**src/rtl/flit_send_arbiter.sv**
```systemverilog
// Credit-aware round-robin scheduler sharing one network send port among NUM_REQ requesters.
// Define FLIT_SEND_ARB_PACKET_LOCK_EN for packet-atomic grants; otherwise flits interleave freely.
module flit_send_arbiter #(
  parameter int unsigned FLIT_WIDTH = 64,
  parameter int unsigned NUM_REQ    = 4,
  parameter int unsigned NUM_VCS    = 2,
  parameter int unsigned CREDITS    = 8,
  localparam int unsigned VC_BITS   = (NUM_VCS > 1) ? $clog2(NUM_VCS) : 1
) (
  input  logic                          CLK,
  input  logic                          RST,
  input  logic [NUM_REQ*FLIT_WIDTH-1:0] req_flit,
  input  logic [NUM_REQ*VC_BITS-1:0]    req_vc,
  input  logic [NUM_REQ-1:0]            req_tail,
  input  logic [NUM_REQ-1:0]            req_valid,
  output logic [NUM_REQ-1:0]            req_ready,
  output logic [FLIT_WIDTH-1:0]         send_putFlit_flit_in,
  output logic                          EN_send_putFlit,
  input  logic [VC_BITS:0]              send_getCredits,
  output logic                          EN_send_getCredits,
  output logic                          credit_err,
  output logic                          locked
);

  localparam int unsigned CW  = $clog2(CREDITS + 1);
  localparam int unsigned PW  = $clog2(NUM_REQ);
  localparam int unsigned NVP = 1 << VC_BITS;

  logic [CW-1:0]        crQ [NUM_VCS];
  logic [CW-1:0]        crD [NUM_VCS];
  logic [PW-1:0]        rrPtrQ, rrPtrD, nextPtr;
  logic                 creditErrQ, creditErrD;
  logic [NUM_REQ-1:0]   reqHasCredit, ownerMask, eligible;
  logic                 grantValid, fire, grantTail;
  logic [PW-1:0]        grantIdx;
  logic [VC_BITS-1:0]   grantVc, retVc;
  logic                 retValid;
  logic [NVP-1:0]       vcInRange;
  logic [NUM_VCS-1:0]   vcConsume, vcReturn;

  // A requester targeting a VC that does not exist never sees a credit.
  always_comb begin
    reqHasCredit = '0;
    for (int unsigned i = 0; i < NUM_REQ; i++) begin
      for (int unsigned v = 0; v < NUM_VCS; v++) begin
        if (req_vc[i*VC_BITS +: VC_BITS] == VC_BITS'(v) && crQ[v] != '0) begin
          reqHasCredit[i] = 1'b1;
        end
      end
    end
  end

`ifdef FLIT_SEND_ARB_PACKET_LOCK_EN
  typedef enum logic [0:0] {StIdle, StLocked} arbStateT;
  arbStateT      stateQ, stateD;
  logic [PW-1:0] ownerQ, ownerD;

  always_comb begin
    ownerMask = '1;
    if (stateQ == StLocked) begin
      ownerMask         = '0;
      ownerMask[ownerQ] = 1'b1;
    end
  end
`else
  assign ownerMask = '1;
`endif

  assign eligible = req_valid & reqHasCredit & ownerMask;

  // Search starts at rrPtrQ and wraps; the first eligible requester wins.
  always_comb begin
    int unsigned idx;
    grantValid = 1'b0;
    grantIdx   = '0;
    for (int unsigned k = 0; k < NUM_REQ; k++) begin
      idx = 32'(rrPtrQ) + k;
      if (idx >= NUM_REQ) idx = idx - NUM_REQ;
      if (!grantValid && eligible[idx]) begin
        grantValid = 1'b1;
        grantIdx   = PW'(idx);
      end
    end
  end

  assign fire    = grantValid & ~RST;
  assign nextPtr = (grantIdx == PW'(NUM_REQ - 1)) ? '0 : grantIdx + PW'(1);

  always_comb begin
    req_ready            = '0;
    send_putFlit_flit_in = '0;
    grantVc              = '0;
    grantTail            = 1'b0;
    for (int unsigned i = 0; i < NUM_REQ; i++) begin
      if (fire && grantIdx == PW'(i)) begin
        req_ready[i]         = 1'b1;
        send_putFlit_flit_in = req_flit[i*FLIT_WIDTH +: FLIT_WIDTH];
        grantVc              = req_vc[i*VC_BITS +: VC_BITS];
        grantTail            = req_tail[i];
      end
    end
  end

  assign EN_send_putFlit    = fire;
  assign EN_send_getCredits = ~RST;
  assign retValid           = send_getCredits[VC_BITS] & ~RST;
  assign retVc              = send_getCredits[VC_BITS-1:0];

  always_comb begin
    for (int unsigned v = 0; v < NVP; v++) vcInRange[v] = (v < NUM_VCS);
    for (int unsigned v = 0; v < NUM_VCS; v++) begin
      vcConsume[v] = fire && (grantVc == VC_BITS'(v));
      vcReturn[v]  = retValid && (retVc == VC_BITS'(v));
    end
  end

  // A consume and a return on the same VC cancel out, so saturation cannot trip there.
  always_comb begin
    creditErrD = creditErrQ;
    if (retValid && !vcInRange[retVc]) creditErrD = 1'b1;
    for (int unsigned v = 0; v < NUM_VCS; v++) begin
      crD[v] = crQ[v];
      if (vcConsume[v] && !vcReturn[v]) begin
        crD[v] = crQ[v] - CW'(1);
      end else if (vcReturn[v] && !vcConsume[v]) begin
        if (crQ[v] == CW'(CREDITS)) creditErrD = 1'b1;
        else crD[v] = crQ[v] + CW'(1);
      end
    end
  end

`ifdef FLIT_SEND_ARB_PACKET_LOCK_EN
  always_comb begin
    stateD = stateQ;
    ownerD = ownerQ;
    rrPtrD = rrPtrQ;
    if (fire) begin
      case (stateQ)
        StIdle: begin
          if (grantTail) begin
            rrPtrD = nextPtr;
          end else begin
            stateD = StLocked;
            ownerD = grantIdx;
          end
        end
        StLocked: begin
          // Only the owner can fire here, so nextPtr is owner+1.
          if (grantTail) begin
            stateD = StIdle;
            rrPtrD = nextPtr;
          end
        end
        default: stateD = StIdle;
      endcase
    end
  end

  always_ff @(posedge CLK or posedge RST) begin
    if (RST) begin
      stateQ <= StIdle;
      ownerQ <= '0;
    end else begin
      stateQ <= stateD;
      ownerQ <= ownerD;
    end
  end

  assign locked = (stateQ == StLocked);
`else
  logic unusedTail;
  assign unusedTail = grantTail;
  assign rrPtrD     = fire ? nextPtr : rrPtrQ;
  assign locked     = 1'b0;
`endif

  always_ff @(posedge CLK or posedge RST) begin
    if (RST) begin
      for (int unsigned v = 0; v < NUM_VCS; v++) crQ[v] <= CW'(CREDITS);
      rrPtrQ     <= '0;
      creditErrQ <= 1'b0;
    end else begin
      for (int unsigned v = 0; v < NUM_VCS; v++) crQ[v] <= crD[v];
      rrPtrQ     <= rrPtrD;
      creditErrQ <= creditErrD;
    end
  end

  assign credit_err = creditErrQ;

endmodule

```
**config.mk**
```make
export PLATFORM = sky130hd
export DESIGN_NAME = flit_send_arbiter
export DESIGN_NICKNAME = d
export VERILOG_FILES = /design/src/rtl/flit_send_arbiter.sv
export SDC_FILE = /design/constraint.sdc
export NUM_CORES = 1
export LEC_CHECK = 0
export ABC_AREA = 1
export CAP_MARGIN = 20
export CORE_AREA = 2 2 133 135
export CTS_BUF_LIST = sky130_fd_sc_hd__clkbuf_8
export DETAILED_ROUTE_END_ITERATION = 12
export DIE_AREA = 0 0 135 137
export PLACE_DENSITY = 0.71
export SLEW_MARGIN = 20
export SYNTH_ARGS = -nofsm -noshare
export SYNTH_HDL_FRONTEND = slang
export SYNTH_SLANG_ARGS = --single-unit
```
**constraint.sdc**
```tcl
create_clock -name CLK -period 12.9 [get_ports CLK]
set_clock_uncertainty 0.2 [all_clocks]
set_input_delay 3.225 -clock CLK [delete_from_list [all_inputs] [get_ports CLK]]
set_output_delay 3.225 -clock CLK [all_outputs]
set_load 0.02 [all_outputs]
```
==> summary.md <==
| Metric | Value |
|---|---|
| Syn_area_per_cell | `4.94 um2` |
| Crit path launch type | `input port` |
| Synth Area in Compound Gates | `between 9 and 10%` |
| Worst path top cell family by delay | `buffers and inverters` |
| Vias per cell | `4.80` |
| Die Wd | `between 100 and 150 um` |
| Vias | `6599` |
| Antenna violations before repair | `0` |
| Post-synthesis adder-cell area fraction | `4.37%` |
| Number of cell rows | `between 40 and 50` |
| Largest family of logic cells by synthesized area | `simple AND/OR/NAND/NOR gates` |
| Flops & latches, synth | `11` |
| Layout area overhead | `78.4%` |
| Mapped Cells | `880` |
| Die Y | `between 100 and 150 um` |
| Crit path required time | `between 9000 and 10000 ps` |
| Hpwl dp | `14300 um` |
| Port Buffer Count | `338` |
| Post-synthesis simple-gate area fraction | `about three fifths` |
| CP Cell Sequence | `clkdlybuf4s50_1 > nand3b_1 > nand4_1 > nand2_1 > o21ai_4 > nand4_4 > nand2_1 > ha_1 > nand3_2 > inv_2 > buf_4 > nand2_1 > nand2_1 > a21oi_1 > nor2_1 > clkdlybuf4s50_1` |
| First-pass GRT wire length | `29300 um` |
| # setup viols final | `0` |
| Mapped cell area | `4350 um2` |
| XOR/XNOR share of the synthesized area | `1.41%` |
| Register area share after synthesis | `6.39%` |
| Crit path kind | `in2out` |
| Max Freq | `88.1 MHz` |
| Most frequent cells in the layout | `338 x clkdlybuf4s50_1, 215 x nand2_1, 202 x nor2_1` |
| Final wirelength | `19700 um` |
| Worst-Margin Slew | `between 900 and 1000 ps` |
| H-tree Lvls | `1` |
| Global route overflow | `0` |
| Largest net degree at the start of global routing | `85` |
| Register area | `between 200 and 300 um2` |
| CP arrival | `between 7000 and 8000 ps` |
| Fin crit share | `88.0%` |
| Crit path buf inv count | `4` |
| Final Hold Fails | `0` |
| DR iter-0 viols | `around 290` |
| # diodes | `0` |
| Fill cells | `1856` |
| Async SR Flop Fraction | `100%` |
| Mux cell area share after synthesis | `0%` |
| Commonest non-fill, non-tap cell in the layout | `clkdlybuf4s50_1` |
| Clk sinks | `11` |
| Number of synthesized flops with an enable pin | `0` |
| Post-CTS setup repair buffer count | `0` |
| CTS tree | `done` |
| Worst-case clock buffer depth | `2` |
| Worst hold slack | `288 ps` |
| Clk_lat worst skew | `240 ps` |
| DR pass1 iterations | `5` |
| Crit path capture type | `output port` |
| Clk slew on worst S/H paths | `50 ps` |
| Starting Density | `between 20% and 30%` |
| Final GP Congestion | `0.851` |
| Syn_nets | `1166` |
| Net count, final | `1437` |
| Max incr delay on CP | `730 ps` |
| Status | `finished clean` |
| Routed WL per cell | `14.3 um` |
| CTS Buf Count | `3` |
| Synth cell types | `30` |
| Fin Setup TNS | `0 ps` |
| Total number of yosys warnings | `0` |
| Main synth FF type | `dfrtp_1` |
| Post-route minimum period | `11350 ps` |
| Layout cells sized above 1 | `2.17%` |
| Min-delay worst type | `reg2reg` |
| Max stage delay cell, worst path | `nand4_4` |
| Die Footprint | `approximately 18000 um2` |
| CP Max Fanout | `63` |
| Multi-input combinational cell area | `~3300 um2` |
| Root buffer cell | `clkbuf_8` |
| Core Region | `roughly 17000 um2` |
| Slew Limit Headroom | `between 30% and 40%` |
| RSZ-0062 raised after global routing | `no` |
| Hold_buf cts | `0` |
| # DRC | `0` |
| Resized Gates After CTS | `0` |
| DRT antenna net count | `0` |
| IO Count | `344` |
| Worst path most repeated cell | `nand2_1` |
| Slew Viols, Final | `0` |
| Gr usage total | `19.4%` |
| Number of global-route vias before repair | `5717` |
| Number of max-cap violations | `0` |
[kinds of logic after synthesis]
| family | count (synthesis) |
|---|---|
| flops | 11 |
| compound gates | 81 |
| fa+ha+maj | 14 |
| other cells | 1 |
| simple gates | 586 |
| buf+inv | 180 |
| xor+xnor | 7 |
[Yosys cell counts, types with 3 or more instances]
cell type,number,share of area (%)
nand2_1,215,19
nor2_1,202,17
nand4_1,142,20
inv_1,97,8.4
a21oi_1,68,7.8
clkbuf_1,29,2.5
buf_2,28,3.2
nand3_1,18,2.1
buf_1,15,1.3
ha_1,12,3.5
dfrtp_1,9,5.2
o21ai_0,7,0.81
buf_6,6,1.6
xnor2_1,5,1.0
inv_2,3,0.26
nor2_2,3,0.43
[state kept, by name, summed over array words and instances (netlist names)]
name / cells
crQ: 8
rrPtrQ: 2
credit_err: 1
[layout make-up]
| class | count | share of cell area (%) |
|---|---|---|
| repair buffers | 346 | 44.4 |
| multi-input cells | 689 | 42.9 |
| inverters | 100 | 4.87 |
| well taps | 225 | 3.63 |
| flip-flops and latches | 11 | 3.58 |
| clock buffers | 3 | 0.532 |
| clock inverters | 1 | 0.0484 |
[final timing paths]
path / from / end / slack (ps) / depth (start not counted)
setup / recovery: req_vc[3] / send_putFlit_flit_in[47] / 1550 / 16
hold / removal: credit_err / credit_err / 290 / 1
setup reg to reg: crQ[2] / crQ[7] / 7130 / 24
hold reg to reg: credit_err / credit_err / 290 / 1
max in group asynchronous: RST / rrPtrQ[0] / 8650 / 2
min in group asynchronous: RST / crQ[0] / 3340 / 2
[worst register-to-register path: cells and delay by family, from the launching register on]
family | cells | cell delay, ps
flops | 1 | 410
buf+inv | 3 | 600
fa+ha+maj | 3 | 830
simple gates | 13 | 2850
xor+xnor | 1 | 150
compound gates | 4 | 660
[per-layer routing]
layer | track usage, % | wire length, um
met5 | 0 | 0
met3 | 3.11 | 1370
met2 | 35.2 | 10000
met4 | 3.18 | 180
met1 | 24.4 | 8110
[through the flow]
step           worst slack [ps]  util [%]  instance area (um2)  cells
2_1_floorplan              3680         -                 4350    880
3_3_place_gp               1480      45.2                 7710   1371
3_5_place_dp               1490      45.2                 7710   1371
4_1_cts                    1500      45.5                 7750   1375
5_1_grt                    1200      45.5                 7750   1375
6_report                   1550      45.5                 7750   1375
Power is left out: the tool's default activity adds up to more than one toggle a clock period on the data nets, which glitch-free logic cannot reach.
